--- config.mk ---
export PLATFORM = sky130hd
export DESIGN_NAME = alu_seq16
export DESIGN_NICKNAME = d
export VERILOG_FILES = /design/src/rtl/alu_seq_pkg.sv /design/src/rtl/alu_nibble.sv /design/src/rtl/alu_seq16.sv
export SDC_FILE = /design/constraint.sdc
export NUM_CORES = 1
export LEC_CHECK = 0
export CAP_MARGIN = 20
export CORE_UTILIZATION = 45
export DETAILED_ROUTE_END_ITERATION = 10
export GPL_TIMING_DRIVEN = 0
export PLACE_DENSITY = 0.74
export SLEW_MARGIN = 5
export SYNTH_ARGS = -nofsm -noshare
export SYNTH_HDL_FRONTEND = slang
export SYNTH_HIERARCHICAL = 1
export SYNTH_SLANG_ARGS = --single-unit
export TNS_END_PERCENT = 20
--- constraint.sdc ---
create_clock -name clk -period 6.6 [get_ports clk]
set_input_delay 0.66 -clock clk [delete_from_list [all_inputs] [get_ports clk]]
set_output_delay 0.66 -clock clk [all_outputs]
set_load 0.005 [all_outputs]
--- src/rtl/alu_seq_pkg.sv ---
// alu_seq_pkg -- shared types and sizing for the nibble-serial 16-bit ALU.
//
// Contents:
//   WIDTH    operand/result width in bits
//   NIBBLES  number of 4-bit slices processed per command
//   IDX_W    width of the nibble index counter
//   op_e     operation codes carried on cmd_op
//   state_e  sequencer states
package alu_seq_pkg;

  localparam int WIDTH   = 16;
  localparam int NIBBLES = 4;
  localparam int IDX_W   = 2;

  typedef enum logic [2:0] {
    OP_ADD = 3'd0,
    OP_SUB = 3'd1,
    OP_AND = 3'd2,
    OP_OR  = 3'd3,
    OP_XOR = 3'd4,
    OP_NOT = 3'd5,
    OP_SHL = 3'd6,
    OP_SHR = 3'd7
  } op_e;

  typedef enum logic [1:0] {
    ST_IDLE = 2'd0,
    ST_RUN  = 2'd1,
    ST_DONE = 2'd2
  } state_e;

endpackage

--- src/rtl/alu_nibble.sv ---
// alu_nibble -- purely combinational 4-bit ALU slice.
//
// Ports:
//   a, b   4-bit operand slices
//   op     operation (op_e)
//   cin    carry-in for ADD/SUB, serial-in bit for SHL/SHR, ignored otherwise
//   y      4-bit result slice
//   cout   carry-out for ADD/SUB, shifted-out bit for SHL/SHR, 0 otherwise
module alu_nibble
  import alu_seq_pkg::*;
(
  input  logic [3:0] a,
  input  logic [3:0] b,
  input  op_e        op,
  input  logic       cin,
  output logic [3:0] y,
  output logic       cout
);

  logic [4:0] w_sum;

  // Slice datapath. SUB is built as a + ~b + cin, so the caller supplies
  // cin = 1 on the lowest slice to complete the two's complement.
  always_comb begin
    w_sum = 5'd0;
    y     = 4'd0;
    cout  = 1'b0;
    case (op)
      OP_ADD: begin
        w_sum = {1'b0, a} + {1'b0, b} + {4'd0, cin};
        y     = w_sum[3:0];
        cout  = w_sum[4];
      end
      OP_SUB: begin
        w_sum = {1'b0, a} + {1'b0, ~b} + {4'd0, cin};
        y     = w_sum[3:0];
        cout  = w_sum[4];
      end
      OP_AND: y = a & b;
      OP_OR:  y = a | b;
      OP_XOR: y = a ^ b;
      OP_NOT: y = ~a;
      OP_SHL: begin
        y    = {a[2:0], cin};
        cout = a[3];
      end
      OP_SHR: begin
        y    = {cin, a[3:1]};
        cout = a[0];
      end
      default: begin
        y    = 4'd0;
        cout = 1'b0;
      end
    endcase
  end

endmodule

--- src/rtl/alu_seq16.sv ---
// alu_seq16 -- 16-bit ALU that evaluates one nibble per clock, LSB first.
//
// A command is accepted in IDLE, four RUN cycles build the result one
// nibble at a time through a single alu_nibble slice, and the result is
// presented in DONE until the response handshake completes.
//
// Ports:
//   clk        clock, rising edge
//   rst        synchronous active-high reset
//   cmd_valid  command valid          cmd_ready  high only in IDLE
//   cmd_a/b    16-bit operands        cmd_op     3-bit operation (op_e)
//   rsp_valid  high only in DONE      rsp_ready  response accept
//   rsp_y      16-bit result
//   rsp_cout   ADD/SUB carry-out, SHL/SHR shifted-out bit, 0 for logic ops
//   rsp_zero   result equals zero
//   rsp_ovf    signed overflow for ADD/SUB (present only with ALU_SEQ_OVF_EN)
//
// Build option: define ALU_SEQ_OVF_EN to add the rsp_ovf port and logic.
module alu_seq16
  import alu_seq_pkg::*;
(
  input  logic        clk,
  input  logic        rst,
  input  logic        cmd_valid,
  output logic        cmd_ready,
  input  logic [15:0] cmd_a,
  input  logic [15:0] cmd_b,
  input  logic [2:0]  cmd_op,
  output logic        rsp_valid,
  input  logic        rsp_ready,
  output logic [15:0] rsp_y,
  output logic        rsp_cout,
`ifdef ALU_SEQ_OVF_EN
  output logic        rsp_ovf,
`endif
  output logic        rsp_zero
);

  state_e             r_state;
  logic [IDX_W-1:0]   r_idx;
  logic [WIDTH-1:0]   r_a;
  logic [WIDTH-1:0]   r_b;
  logic [WIDTH-1:0]   r_y;
  op_e                r_op;
  logic               r_carry;
  logic               r_cmdReady;
  logic               r_rspValid;
  logic               r_cout;
  logic               r_zero;

  logic [3:0]         w_bitBase;
  logic [3:0]         w_nibA;
  logic [3:0]         w_nibB;
  logic [3:0]         w_nibY;
  logic               w_nibCin;
  logic               w_nibCout;
  logic [WIDTH-1:0]   w_aShl;
  logic [WIDTH-1:0]   w_aShr;
  logic               w_lastNib;
  logic               w_finalCout;
  logic               w_zero;

`ifdef ALU_SEQ_OVF_EN
  logic               r_ovf;
  logic               w_bEffMsb;
  logic               w_ovf;
`endif

  assign w_bitBase = {r_idx, 2'b00};
  assign w_nibA    = r_a[w_bitBase +: 4];
  assign w_nibB    = r_b[w_bitBase +: 4];
  assign w_lastNib = (r_idx == IDX_W'(NIBBLES - 1));

  // Operand pre-shifted by one place so the serial-in bit of any slice is a
  // plain indexed pick: bit 4i of the left-shifted copy is A[4i-1], bit 4i+3
  // of the right-shifted copy is A[4i+4], and the zero fill at either end
  // supplies the 0 beyond bit 0 / bit 15.
  assign w_aShl = {r_a[WIDTH-2:0], 1'b0};
  assign w_aShr = {1'b0, r_a[WIDTH-1:1]};

  // Slice carry-in: the running carry for arithmetic, the neighbouring
  // operand bit for shifts.
  always_comb begin
    w_nibCin = r_carry;
    case (r_op)
      OP_SHL:  w_nibCin = w_aShl[w_bitBase];
      OP_SHR:  w_nibCin = w_aShr[w_bitBase + 4'd3];
      default: w_nibCin = r_carry;
    endcase
  end

  alu_nibble u_nibble (
    .a    (w_nibA),
    .b    (w_nibB),
    .op   (r_op),
    .cin  (w_nibCin),
    .y    (w_nibY),
    .cout (w_nibCout)
  );

  // Flags captured while the top nibble is being written. The zero test
  // looks at the incoming top nibble together with the three already stored.
  assign w_zero = ({w_nibY, r_y[WIDTH-5:0]} == '0);

  always_comb begin
    w_finalCout = 1'b0;
    case (r_op)
      OP_ADD, OP_SUB: w_finalCout = w_nibCout;
      OP_SHL:         w_finalCout = r_a[WIDTH-1];
      OP_SHR:         w_finalCout = r_a[0];
      default:        w_finalCout = 1'b0;
    endcase
  end

`ifdef ALU_SEQ_OVF_EN
  // Signed overflow: both addends share a sign and the result sign differs.
  // For SUB the second addend is ~B, so its sign bit is inverted.
  assign w_bEffMsb = (r_op == OP_SUB) ? ~r_b[WIDTH-1] : r_b[WIDTH-1];
  assign w_ovf     = ((r_op == OP_ADD) || (r_op == OP_SUB)) &&
                     (r_a[WIDTH-1] == w_bEffMsb) &&
                     (w_nibY[3] != r_a[WIDTH-1]);
`endif

  // Sequencer. All handshake and result outputs are registers so they stay
  // frozen in DONE for as long as the consumer stalls. Operands are latched
  // only on acceptance, so cmd_* activity outside IDLE has no effect.
  always_ff @(posedge clk) begin
    if (rst) begin
      r_state    <= ST_IDLE;
      r_idx      <= '0;
      r_a        <= '0;
      r_b        <= '0;
      r_op       <= OP_ADD;
      r_y        <= '0;
      r_carry    <= 1'b0;
      r_cmdReady <= 1'b1;
      r_rspValid <= 1'b0;
      r_cout     <= 1'b0;
      r_zero     <= 1'b0;
`ifdef ALU_SEQ_OVF_EN
      r_ovf      <= 1'b0;
`endif
    end else begin
      case (r_state)
        ST_IDLE: begin
          if (cmd_valid) begin
            r_a        <= cmd_a;
            r_b        <= cmd_b;
            r_op       <= op_e'(cmd_op);
            r_idx      <= '0;
            r_y        <= '0;
            r_carry    <= (op_e'(cmd_op) == OP_SUB);
            r_cout     <= 1'b0;
            r_zero     <= 1'b0;
`ifdef ALU_SEQ_OVF_EN
            r_ovf      <= 1'b0;
`endif
            r_cmdReady <= 1'b0;
            r_state    <= ST_RUN;
          end
        end
        ST_RUN: begin
          r_y[w_bitBase +: 4] <= w_nibY;
          r_carry             <= w_nibCout;
          r_idx               <= r_idx + IDX_W'(1);
          if (w_lastNib) begin
            r_cout     <= w_finalCout;
            r_zero     <= w_zero;
`ifdef ALU_SEQ_OVF_EN
            r_ovf      <= w_ovf;
`endif
            r_rspValid <= 1'b1;
            r_state    <= ST_DONE;
          end
        end
        ST_DONE: begin
          if (rsp_ready) begin
            r_rspValid <= 1'b0;
            r_cmdReady <= 1'b1;
            r_state    <= ST_IDLE;
          end
        end
        default: begin
          r_rspValid <= 1'b0;
          r_cmdReady <= 1'b1;
          r_state    <= ST_IDLE;
        end
      endcase
    end
  end

  assign cmd_ready = r_cmdReady;
  assign rsp_valid = r_rspValid;
  assign rsp_y     = r_y;
  assign rsp_cout  = r_cout;
  assign rsp_zero  = r_zero;
`ifdef ALU_SEQ_OVF_EN
  assign rsp_ovf   = r_ovf;
`endif

endmodule

==> results.sh <==
export IMPL_status="finished, final reports clean"
export IMPL_worstMarginPinSlew_ps=645
export IMPL_syn2layout_area_growth_pct=25.5
export IMPL_hold_violations=0
export IMPL_critPathLaunch="r_idx[1]$_SDFFE_PP0P_"
export IMPL_hpwl_um=6670
export IMPL_drive_above_1_share_pct=12.0
export IMPL_synth_flop_cell="dfxtp_1"
export IMPL_syn_cell_area_um2=3510
export IMPL_irDropWorstVdd_uv=157
export IMPL_hp_start="r_b[2]$_SDFFE_PP0P_"
export IMPL_syn_nets=481
export IMPL_synth_mux_area_fraction_pct=7.42
export IMPL_dieHeight_um=90.3
export IMPL_timing_critical_path_cells="clkbuf_1 > a211oi_1 > a21oi_1 > inv_1 > fa_1 > fa_1 > xnor2_1 > nor3_2 > a31oi_1 > a21oi_1 > a2bb2oi_1 > nor4_1 > nand2_1 > o31ai_1"
export IMPL_async_flop_share_pct=0
export IMPL_combPwrFrac_pct=21.9
export IMPL_holdPathStages=2
export IMPL_r2r_start="r_idx[1]$_SDFFE_PP0P_"
export IMPL_grt_pass1_vias=3156
export IMPL_routed_wl_um=8680
export IMPL_cts_root_buf="clkbuf_8"
export IMPL_final_antenna_net_count=0
export IMPL_cts_tree="done"
export IMPL_row_count=31
export IMPL_synth_edff_count=0
export IMPL_drtIter0Drc=162
export IMPL_path_max_fanout=10
export IMPL_drv_slew=0
export IMPL_cellInternalPower_uw=654
export IMPL_postCtsSetupRepairBufs=0
export IMPL_power_switching_uw=274
export IMPL_fin_crit_sh_pct=62.3
export IMPL_rsz0062_at_grt="no"
export IMPL_syn_avg_cell_area_um2=8.38
export IMPL_use_met3_pct=4.80
export IMPL_period_minus_slack_ps=4110
export IMPL_clk_pin_slew_ps=70
export IMPL_fin_skew_ps=7.28
export IMPL_fin_nets=549
export IMPL_diodes=0
export IMPL_slowest_stage="clkbuf_1"
export IMPL_worst_setup_path_end_kind="register"
export IMPL_cts_resized_gates=0
export IMPL_r2r_slack_ps=2490
export IMPL_final_setup_tns_ps=0
export IMPL_powerDensity_nw_per_um2=211
export IMPL_drt_first_pass_iters=4
export IMPL_synth_top_area_share_pct=34.2
export IMPL_synth_cell_types=53
export IMPL_grt_usage_pct=22.7
export IMPL_setup_viol=0
export IMPL_synth_xor_area_share_pct=0.998
export IMPL_grt_max_degree=12
export IMPL_via_per_inst=5.41
export IMPL_use_met1_pct=29.0
export IMPL_io_pins=59
export IMPL_busiest_layer="met2"
export IMPL_synth_warnings=6
export IMPL_ys_top_cells_by_area="dfxtp_1 34%, a21oi_1 9.6%, nand2_1 8.2%"
export IMPL_worst_hold_path_type="reg2reg"
export IMPL_grt_use_met2_pct=37.7
export IMPL_syn_inst=419
export IMPL_cts_max_level=3
export IMPL_ys_ff_latch=60
export IMPL_core_um2=7410
export IMPL_critPathKind="reg2reg"
export IMPL_clock_latency_ps=340
export IMPL_grt_pass1_wl_um=14800
export IMPL_worstPathArrival_ps=4340
export IMPL_die_area_um2=8160
export IMPL_die_w_um=90.3
export IMPL_max_cap_violations=0
export IMPL_gp_congestion=0.902
export IMPL_timing_fmax_ghz=0.243
export IMPL_crit_path_start_kind="register"
export IMPL_synth_seq_area_share_pct=34.2
export IMPL_synth_compound_area_share_pct=20.1
export IMPL_cts_buffers=9
export IMPL_io_buffers=57
export IMPL_synth_top_family_by_area="compound AO/OA/AOI/OAI gates"
export IMPL_ys_top_cells_by_count="77 x nand2_1, 67 x a21oi_1, 60 x dfxtp_1, 21 x inv_1, 20 x o21ai_0"
export IMPL_final_util_pct=59.5
export IMPL_clkPwrFrac_pct=36.2
export IMPL_drc=0
export IMPL_cts_buffer_depth=2
export IMPL_cellLeakagePower_uw=0.00162
export IMPL_power_frac_seq_pct=41.9
export IMPL_cp_slowest_stage_delay_ps=550
export IMPL_yosysMostFrequentCell="nand2_1"
export IMPL_antenna_found_initial=0
export IMPL_slew_headroom_pct=57.0
export IMPL_required_ps=6820
export IMPL_grt_overflow=0
export IMPL_start_util_pct=47.4
export IMPL_cts_sinks=60
export IMPL_vias=3200
export IMPL_synthAdderAreaFrac_pct=9.06
export IMPL_swShare_pct=29.5
export IMPL_wire_per_inst_um=14.7
export IMPL_synth_simple_area_share_pct=19.5
export IMPL_ctsHoldBuffers=0
export IMPL_synth_top_area_cell="dfxtp_1"
export IMPL_rr_worst_depth=14
## kinds of logic after synthesis
kind of cell	Yosys count
AO/OA/AOI/OAI	120
XOR/XNOR	4
adder cells (fa/ha/maj)	23
buffers and inverters	53
flip-flops	60
multiplexers	17
AND/OR/NAND/NOR	142
## final timing paths
check | end
max | rsp_zero$_SDFFE_PP0P_
max reg2reg | rsp_zero$_SDFFE_PP0P_
min | r_b[2]$_SDFFE_PP0P_
min reg2reg | r_b[2]$_SDFFE_PP0P_
## routing by layer
metal  vias up  share of wire, %
met5         -                 0
met2        76                48
li1       1594                 -
met1      1516                46
met4         0               1.8
met3        14               4.2
## area by class of cell
type / instances / area (um2)
fill: 664 / 3000
multi-input combinational: 306 / 2000
sequential: 60 / 1200
timing repair buffer: 57 / 571
buffer: 29 / 214
clock buffer: 10 / 138
tap: 99 / 124
inverter: 24 / 92.6
clock inverter: 6 / 63.8
## sequential cells by signal, summed over array words and instances, names as in the netlist
signal     count
r_op           3
rsp_valid      1
cmd_ready      1
r_a           16
rsp_zero       1
r_carry        1
rsp_y         16
r_b           16
rsp_cout       1
r_idx          2
r_state        2
## metrics by stage
| stage | cells | hold WS, ps | area, um2 | setup WS (ps) | power [uW] |
|---|---|---|---|---|---|
| CTS | 591 | 457 | 4410 | 2530 | 929 |
| detailed placement | 575 | 447 | 4200 | 2560 | 598 |
| global placement | 575 | 441 | 4200 | 2640 | 595 |
| floorplan | 419 | 432 | 3510 | 3250 | 533 |
| finish | 591 | 455 | 4410 | 2490 | 928 |
| global route | 591 | 476 | 4410 | 2230 | 968 |
## cells in the final DEF (no fill, tap or decap), drive strengths merged, types with 8 or more instances in the layout
cell	n
nand2	77
a21oi	67
dfxtp	60
clkdlybuf4s50	57
inv	24
o21ai	22
clkbuf	20
ha	19
buf	19
nand3	18
nor2	15
mux2i	8
nor2b	8
nor3	8
## worst max-delay path: cells and delay by family, from the launching register on
| family | cells | cell delay [ps] |
|---|---|---|
| flops | 1 | 530 |
| xor+xnor | 1 | 170 |
| compound gates | 6 | 1250 |
| buf+inv | 2 | 740 |
| simple gates | 3 | 330 |
| fa+ha+maj | 2 | 970 |
## power groups by stage
| stage | clock [uW] | sequential, uW | combinational (uW) |
|---|---|---|---|
| CTS | 338 | 389 | 203 |
| global placement | 0 | 396 | 199 |
| floorplan | 0 | 394 | 139 |
| global route | 352 | 391 | 225 |
| finish | 336 | 389 | 203 |
| detailed placement | 0 | 397 | 201 |
(Power assumes the default switching activity.)
